### config.mk
export PLATFORM = sky130hd
export DESIGN_NAME = vga_scan
export DESIGN_NICKNAME = d
export VERILOG_FILES = /design/src/rtl/vga_scan.sv
export SDC_FILE = /design/constraint.sdc
export NUM_CORES = 1
export LEC_CHECK = 0
export ABC_AREA = 1
export BUFFER_PORTS_ARGS = -buffer_cell sky130_fd_sc_hd__buf_2
export CORE_MARGIN = 5
export CORE_UTILIZATION = 40
export DETAILED_ROUTE_END_ITERATION = 10
export PLACE_DENSITY = 0.62
export SLEW_MARGIN = 5
export SYNTH_ARGS = -nofsm -noshare
export SYNTH_HDL_FRONTEND = slang
export SYNTH_SLANG_ARGS = --single-unit
### constraint.sdc
create_clock -name clk -period 4.75 [get_ports clk]
set_input_delay 0.475 -clock clk [delete_from_list [all_inputs] [get_ports clk]]
set_output_delay 0.475 -clock clk [all_outputs]
set_load 0.03 [all_outputs]
### src/rtl/vga_scan.sv
// 640x480@60 VGA timing generator with a tick-aligned colour sampling stage.
// Optional macro VGA_SCAN_TRANSPARENT_EN: colour word 16'hFFFF is shown as black.
module vga_scan #(
    parameter int CLK_DIV  = 4,
    parameter int H_ACTIVE = 640,
    parameter int H_FP     = 16,
    parameter int H_SYNC   = 96,
    parameter int H_BP     = 48,
    parameter int V_ACTIVE = 480,
    parameter int V_FP     = 10,
    parameter int V_SYNC   = 2,
    parameter int V_BP     = 33,
    parameter int PIPE_LAT = 1
) (
    input  logic        clk,
    input  logic        rst_n,
    input  logic [15:0] icolor,
    output logic [9:0]  posX,
    output logic [8:0]  posY,
    output logic        pix_tick,
    output logic        hs,
    output logic        vs,
    output logic        de,
    output logic [3:0]  r,
    output logic [3:0]  g,
    output logic [3:0]  b,
    output logic        frame_start
);

    localparam int H_TOTAL = H_ACTIVE + H_FP + H_SYNC + H_BP;
    localparam int V_TOTAL = V_ACTIVE + V_FP + V_SYNC + V_BP;
    localparam int DW      = (CLK_DIV > 1) ? $clog2(CLK_DIV) : 1;

    localparam logic [DW-1:0] DIV_LAST = DW'(CLK_DIV - 1);
    localparam logic [9:0] H_LAST  = 10'(H_TOTAL - 1);
    localparam logic [9:0] H_VIS   = 10'(H_ACTIVE);
    localparam logic [9:0] HS_BEG  = 10'(H_ACTIVE + H_FP);
    localparam logic [9:0] HS_END  = 10'(H_ACTIVE + H_FP + H_SYNC - 1);
    localparam logic [9:0] V_LAST  = 10'(V_TOTAL - 1);
    localparam logic [9:0] V_VIS   = 10'(V_ACTIVE);
    localparam logic [9:0] VS_BEG  = 10'(V_ACTIVE + V_FP);
    localparam logic [9:0] VS_END  = 10'(V_ACTIVE + V_FP + V_SYNC - 1);

    // One pipeline slot per pixel: frame-origin flag, visibility and raw syncs.
    typedef struct packed {
        logic first;
        logic vis;
        logic hs;
        logic vs;
    } tap_t;

    localparam tap_t TAP_IDLE = 4'b0011;

    logic [DW-1:0] div_cnt;
    logic [9:0]    h_cnt, v_cnt;
    logic [9:0]    h_nxt, v_nxt;
    logic          vis, vis_nxt;
    tap_t          head, tail_in;
    tap_t          pipe_q [PIPE_LAT];
    logic [11:0]   color;

    always_ff @(posedge clk) begin
        if (!rst_n) begin
            div_cnt <= '0;
        end else if (div_cnt == DIV_LAST) begin
            div_cnt <= '0;
        end else begin
            div_cnt <= div_cnt + DW'(1);
        end
    end

    assign pix_tick = (div_cnt == DIV_LAST);

    always_comb begin
        h_nxt = h_cnt;
        v_nxt = v_cnt;
        if (pix_tick) begin
            if (h_cnt == H_LAST) begin
                h_nxt = '0;
                v_nxt = (v_cnt == V_LAST) ? 10'd0 : v_cnt + 10'd1;
            end else begin
                h_nxt = h_cnt + 10'd1;
            end
        end
    end

    assign vis     = (h_cnt < H_VIS) && (v_cnt < V_VIS);
    assign vis_nxt = (h_nxt < H_VIS) && (v_nxt < V_VIS);

    // Coordinates are built from the next counter values so they move with the counters.
    always_ff @(posedge clk) begin
        if (!rst_n) begin
            h_cnt <= '0;
            v_cnt <= '0;
            posX  <= '0;
            posY  <= '0;
        end else begin
            h_cnt <= h_nxt;
            v_cnt <= v_nxt;
            posX  <= vis_nxt ? h_nxt : 10'd0;
            posY  <= vis_nxt ? v_nxt[8:0] : 9'd0;
        end
    end

    always_comb begin
        head       = TAP_IDLE;
        head.first = (h_cnt == 10'd0) && (v_cnt == 10'd0);
        head.vis   = vis;
        head.hs    = !((h_cnt >= HS_BEG) && (h_cnt <= HS_END));
        head.vs    = !((v_cnt >= VS_BEG) && (v_cnt <= VS_END));
    end

    always_ff @(posedge clk) begin
        if (!rst_n) begin
            for (int i = 0; i < PIPE_LAT; i++) pipe_q[i] <= TAP_IDLE;
        end else if (pix_tick) begin
            pipe_q[0] <= head;
            for (int i = 1; i < PIPE_LAT; i++) pipe_q[i] <= pipe_q[i-1];
        end
    end

    // tail_in is the slot that reaches the outputs at the coming tick.
    generate
        if (PIPE_LAT == 1) begin : g_tap_direct
            assign tail_in = head;
        end else begin : g_tap_pipe
            assign tail_in = pipe_q[PIPE_LAT-2];
        end
    endgenerate

    assign de = pipe_q[PIPE_LAT-1].vis;
    assign hs = pipe_q[PIPE_LAT-1].hs;
    assign vs = pipe_q[PIPE_LAT-1].vs;

`ifdef VGA_SCAN_TRANSPARENT_EN
    assign color = (icolor == 16'hFFFF) ? 12'h000 : icolor[11:0];
`else
    logic unused_hi;
    assign unused_hi = ^icolor[15:12];
    assign color     = icolor[11:0];
`endif

    always_ff @(posedge clk) begin
        if (!rst_n) begin
            r           <= '0;
            g           <= '0;
            b           <= '0;
            frame_start <= 1'b0;
        end else begin
            frame_start <= pix_tick && tail_in.first;
            if (pix_tick) begin
                {r, g, b} <= tail_in.vis ? color : 12'h000;
            end
        end
    end

endmodule

==> impl_metrics.csv <==
group,metric,value,unit
outcome,run_status,"finished, final reports clean",
worst_setup_path,cp_slowest_stage_delay,0.34,ns
worst_setup_path,crit_arrival,2.58,ns
final_layout,seqCellArea,0.00117,mm^2
synth,syn_avg_cell_area,8.34,um^2
synth,postSynth.asyncResetShare,0,%
grt,grt_max_degree,21,
clock_tree,clockBufferDepth,2,
power_and_ir_drop,p_sw_share,25.7,%
floorplan,die_w,90.1,um
final_layout,mostFrequentLayoutCells,"54 x dfxtp_1, 52 x nor2_1, 49 x buf_2",
worst_setup_path,start_kind,"flip-flop",
synth,synth_cells,308,
clock_tree,cts_inserted_buffers,9,
route,route.vias.total,2192,
floorplan,initial_core_util,40.7,%
worst_setup_path,crit_chain,"ha_1, buf_4, inv_2, nor3_4, nand2_1, nand2_1, nand2_1, nand2_1, inv_1, nor2_1, nor2_4, nand2_4, nor2_1",
floorplan,die_area,0.00812,mm^2
synth,synth_top_area_share,42.1,%
power_and_ir_drop,clock_power_share,40.3,%
worst_setup_path,crit-reg2reg-launch,"div_cnt[0]",
timing,clock_skew,0.00623,ns
route,dr.pass1.iters,5,
timing,setup_tns,0,ns
clock_tree,cts-root-buf,"clkbuf_8",
clock_tree,cts-resized-gates,0,
timing,hold_viol,0,
final_layout,antennaDiodeCount,0,
power_and_ir_drop,power.switching,247,uW
route,vias_per_cell,4.96,
final_layout,drive_gt1_share,29.9,%
synth,ys_warn_count,0,
timing,tightest_slew,0.652,ns
floorplan,fp-row-count,29,
power_and_ir_drop,p_int,714,uW
synth,synth_enable_flop_cells,3,
worst_setup_path,rr_worst_depth,13,
placed_design,hpwlAfterDp,4.17,mm
clock_tree,htreeDepth,3,
final_layout,final_common_cell,"dfxtp_1",
route,wirelength,5.59,mm
worst_setup_path,required,4.98,ns
min_path,min_path_type,"in -> reg",
min_path,min-delay-start,"icolor[5]",
power_and_ir_drop,vdd_ir_drop_max,0.000202,V
final_layout,fin_area,0.00303,mm^2
floorplan,io_pins,54,
synth,synth_ff_type,"dfxtp_1",
timing,timing.final.ws_setup,2.40,ns
timing,rsz0062_at_grt,"no",
placed_design,pre_cts_slack,2.40,ns
grt,grt_pass1_vias,2141,
clock_tree,hold_buffers,0,
placed_design,gp_congestion,0.921,
flow_run,max-cap-violations,0,
floorplan,fp.coreArea,0.00631,mm^2
placed_design,placed_cell_area,0.00286,mm^2
worst_setup_path,worst_path_dominant_cell_family,"simple AND/OR/NAND/NOR gates",
synth,netlist_area,0.00257,mm^2
synth,synthTopCellsByArea,"dfxtp_1 42%, nor2_1 7.6%, nand2_1 6.1%",
worst_setup_path,r2r_end,"posY[4]",
floorplan,die_h,90.1,um
clock_tree,postCtsSetupBuffers,0,
grt,grt_use_total,14.3,%
timing,period_share,49.5,%
grt,grt-ovfl-total,0,
power_and_ir_drop,seq_power_share,51.9,%
placed_design,port_buffers,49,
worst_setup_path,cpMostUsedCell,"nand2_1",
worst_setup_path,path_max_fanout,20,
clock_tree,clkTransAtPathRegs,0.06,ns
timing,slew_headroom,56.5,%
synth,synth_fp_nets,331,
route,wl_per_cell,12.6,um
final_layout,areaGrowthSynthToFinish,17.9,%
min_path,min_path_cells,2,
route,drcViolationCount,0,
worst_setup_path,crit_buf_inv,3,
clock_tree,cts.sinks,57,
route,drtIter0Drc,73,
route,postRouteAntennaNets,0,
power_and_ir_drop,leakage,1.28,nW
synth,synth_cell_types,35,
grt,antenna_found_initial,0,
timing,fmax,425,MHz
timing,drv_slew,0,
worst_setup_path,rrSetupSlack,2.40,ns
clock_tree,cts_tree,"built",
synth,seq_area_frac_synth,45.6,%
grt,grt_pass1_wl,9.58,mm
timing,fin_crit,2.35,ns
final_layout,fin_nets,383,
final_layout,layout.filler_cells,676,
clock_tree,clock_latency,0.35,ns
synth,yosys.area.top_type,"dfxtp_1",
min_path,hold_end,"g[1]",
synth,ys_ff_latch,57,
timing,setup_violations,0,
power_and_ir_drop,p_comb_share,7.8,%
worst_setup_path,slowest_stage,"dfxtp_1",
worst_setup_path,worst-setup-path-type,"reg -> reg",
worst_setup_path,endpoint_kind,"flip-flop",
power_and_ir_drop,powerDensity,317,mW/mm^2
final_layout,multiInputGateArea,0.00119,mm^2
area by class of cell:
class	instances	share of cell area [%]
tap	77	3.18
timing repair buffer	50	8.35
multi-input combinational	204	39.4
clock buffer	10	4.55
sequential	57	38.7
inverter	38	4.71
clock inverter	6	1.12
power by group through the flow:
stage / clock network [mW] / registers (mW) / logic [mW]
after detailed placement: 0 / 0.509 / 0.0755
after CTS: 0.401 / 0.499 / 0.0759
after global routing: 0.425 / 0.500 / 0.0832
after global placement: 0 / 0.509 / 0.0735
final: 0.387 / 0.499 / 0.0746
after floorplan: 0 / 0.523 / 0.0432
state kept, by name, indices dropped and copies added, names as in the netlist:
name and cells:
b 4, div_cnt 2, frame_start 1, g 4, h_cnt 10, pipe_q 3
posX 10, posY 9, r 4, v_cnt 10
through the flow:
step	util [%]	cells	hold WS [ns]	total power [mW]
after floorplan	-	308	0.399	0.566
after global placement	45.2	426	0.406	0.582
after detailed placement	45.2	426	0.418	0.585
after CTS	47.9	442	0.318	0.976
after global routing	47.9	442	0.327	1.01
final	47.9	442	0.335	0.961
cell families after synthesis:
family,share of synthesized area (%)
compound gates,10.1
simple gates,33.5
xor+xnor,0.341
buf+inv,7.94
flops,45.6
fa+ha+maj,2.44
cell usage after synthesis, types with 4 or more instances:
cell	number
nand4_1	8
a32o_1	12
dfxtp_1	54
o21ai_0	11
nand2_1	42
nor2_1	52
inv_1	35
ha_1	5
nand3_1	18
nor2_2	15
nand2_2	5
nor3_1	4
nor2_4	6
nand3_2	9
worst reg2reg max path, cell delays in order (launching register included):
cell and delay (ns):
dfxtp_1 0.34, ha_1 0.15, buf_4 0.26, inv_2 0.21, nor3_4 0.33, nand2_1 0.08, nand2_1 0.06, nand2_1 0.09
nand2_1 0.08, inv_1 0.04, nor2_1 0.17, nor2_4 0.08, nand2_4 0.26, nor2_1 0.08
per-layer routing:
metal / routed length (um) / vias to the layer above / global-route usage, %
met3: 392 / 9 / 5.34
met5: 0 / - / 0
met2: 2600 / 53 / 22.4
li1: - / 1110 / -
met1: 2500 / 1020 / 17.2
met4: 102 / 0 / 6.95
worst max path at each step:
stage,from,end,slack [ns],depth (start not counted)
finish,div_cnt[0],posY[4],2.40,13
global route,div_cnt[0],posY[4],2.10,13
CTS,div_cnt[0],posY[4],2.38,13
detailed placement,div_cnt[0],posY[4],2.40,13
global placement,div_cnt[0],posY[2],2.42,13
floorplan,div_cnt[0],posX[0],2.63,14
Power figures use the tool's default switching activity.
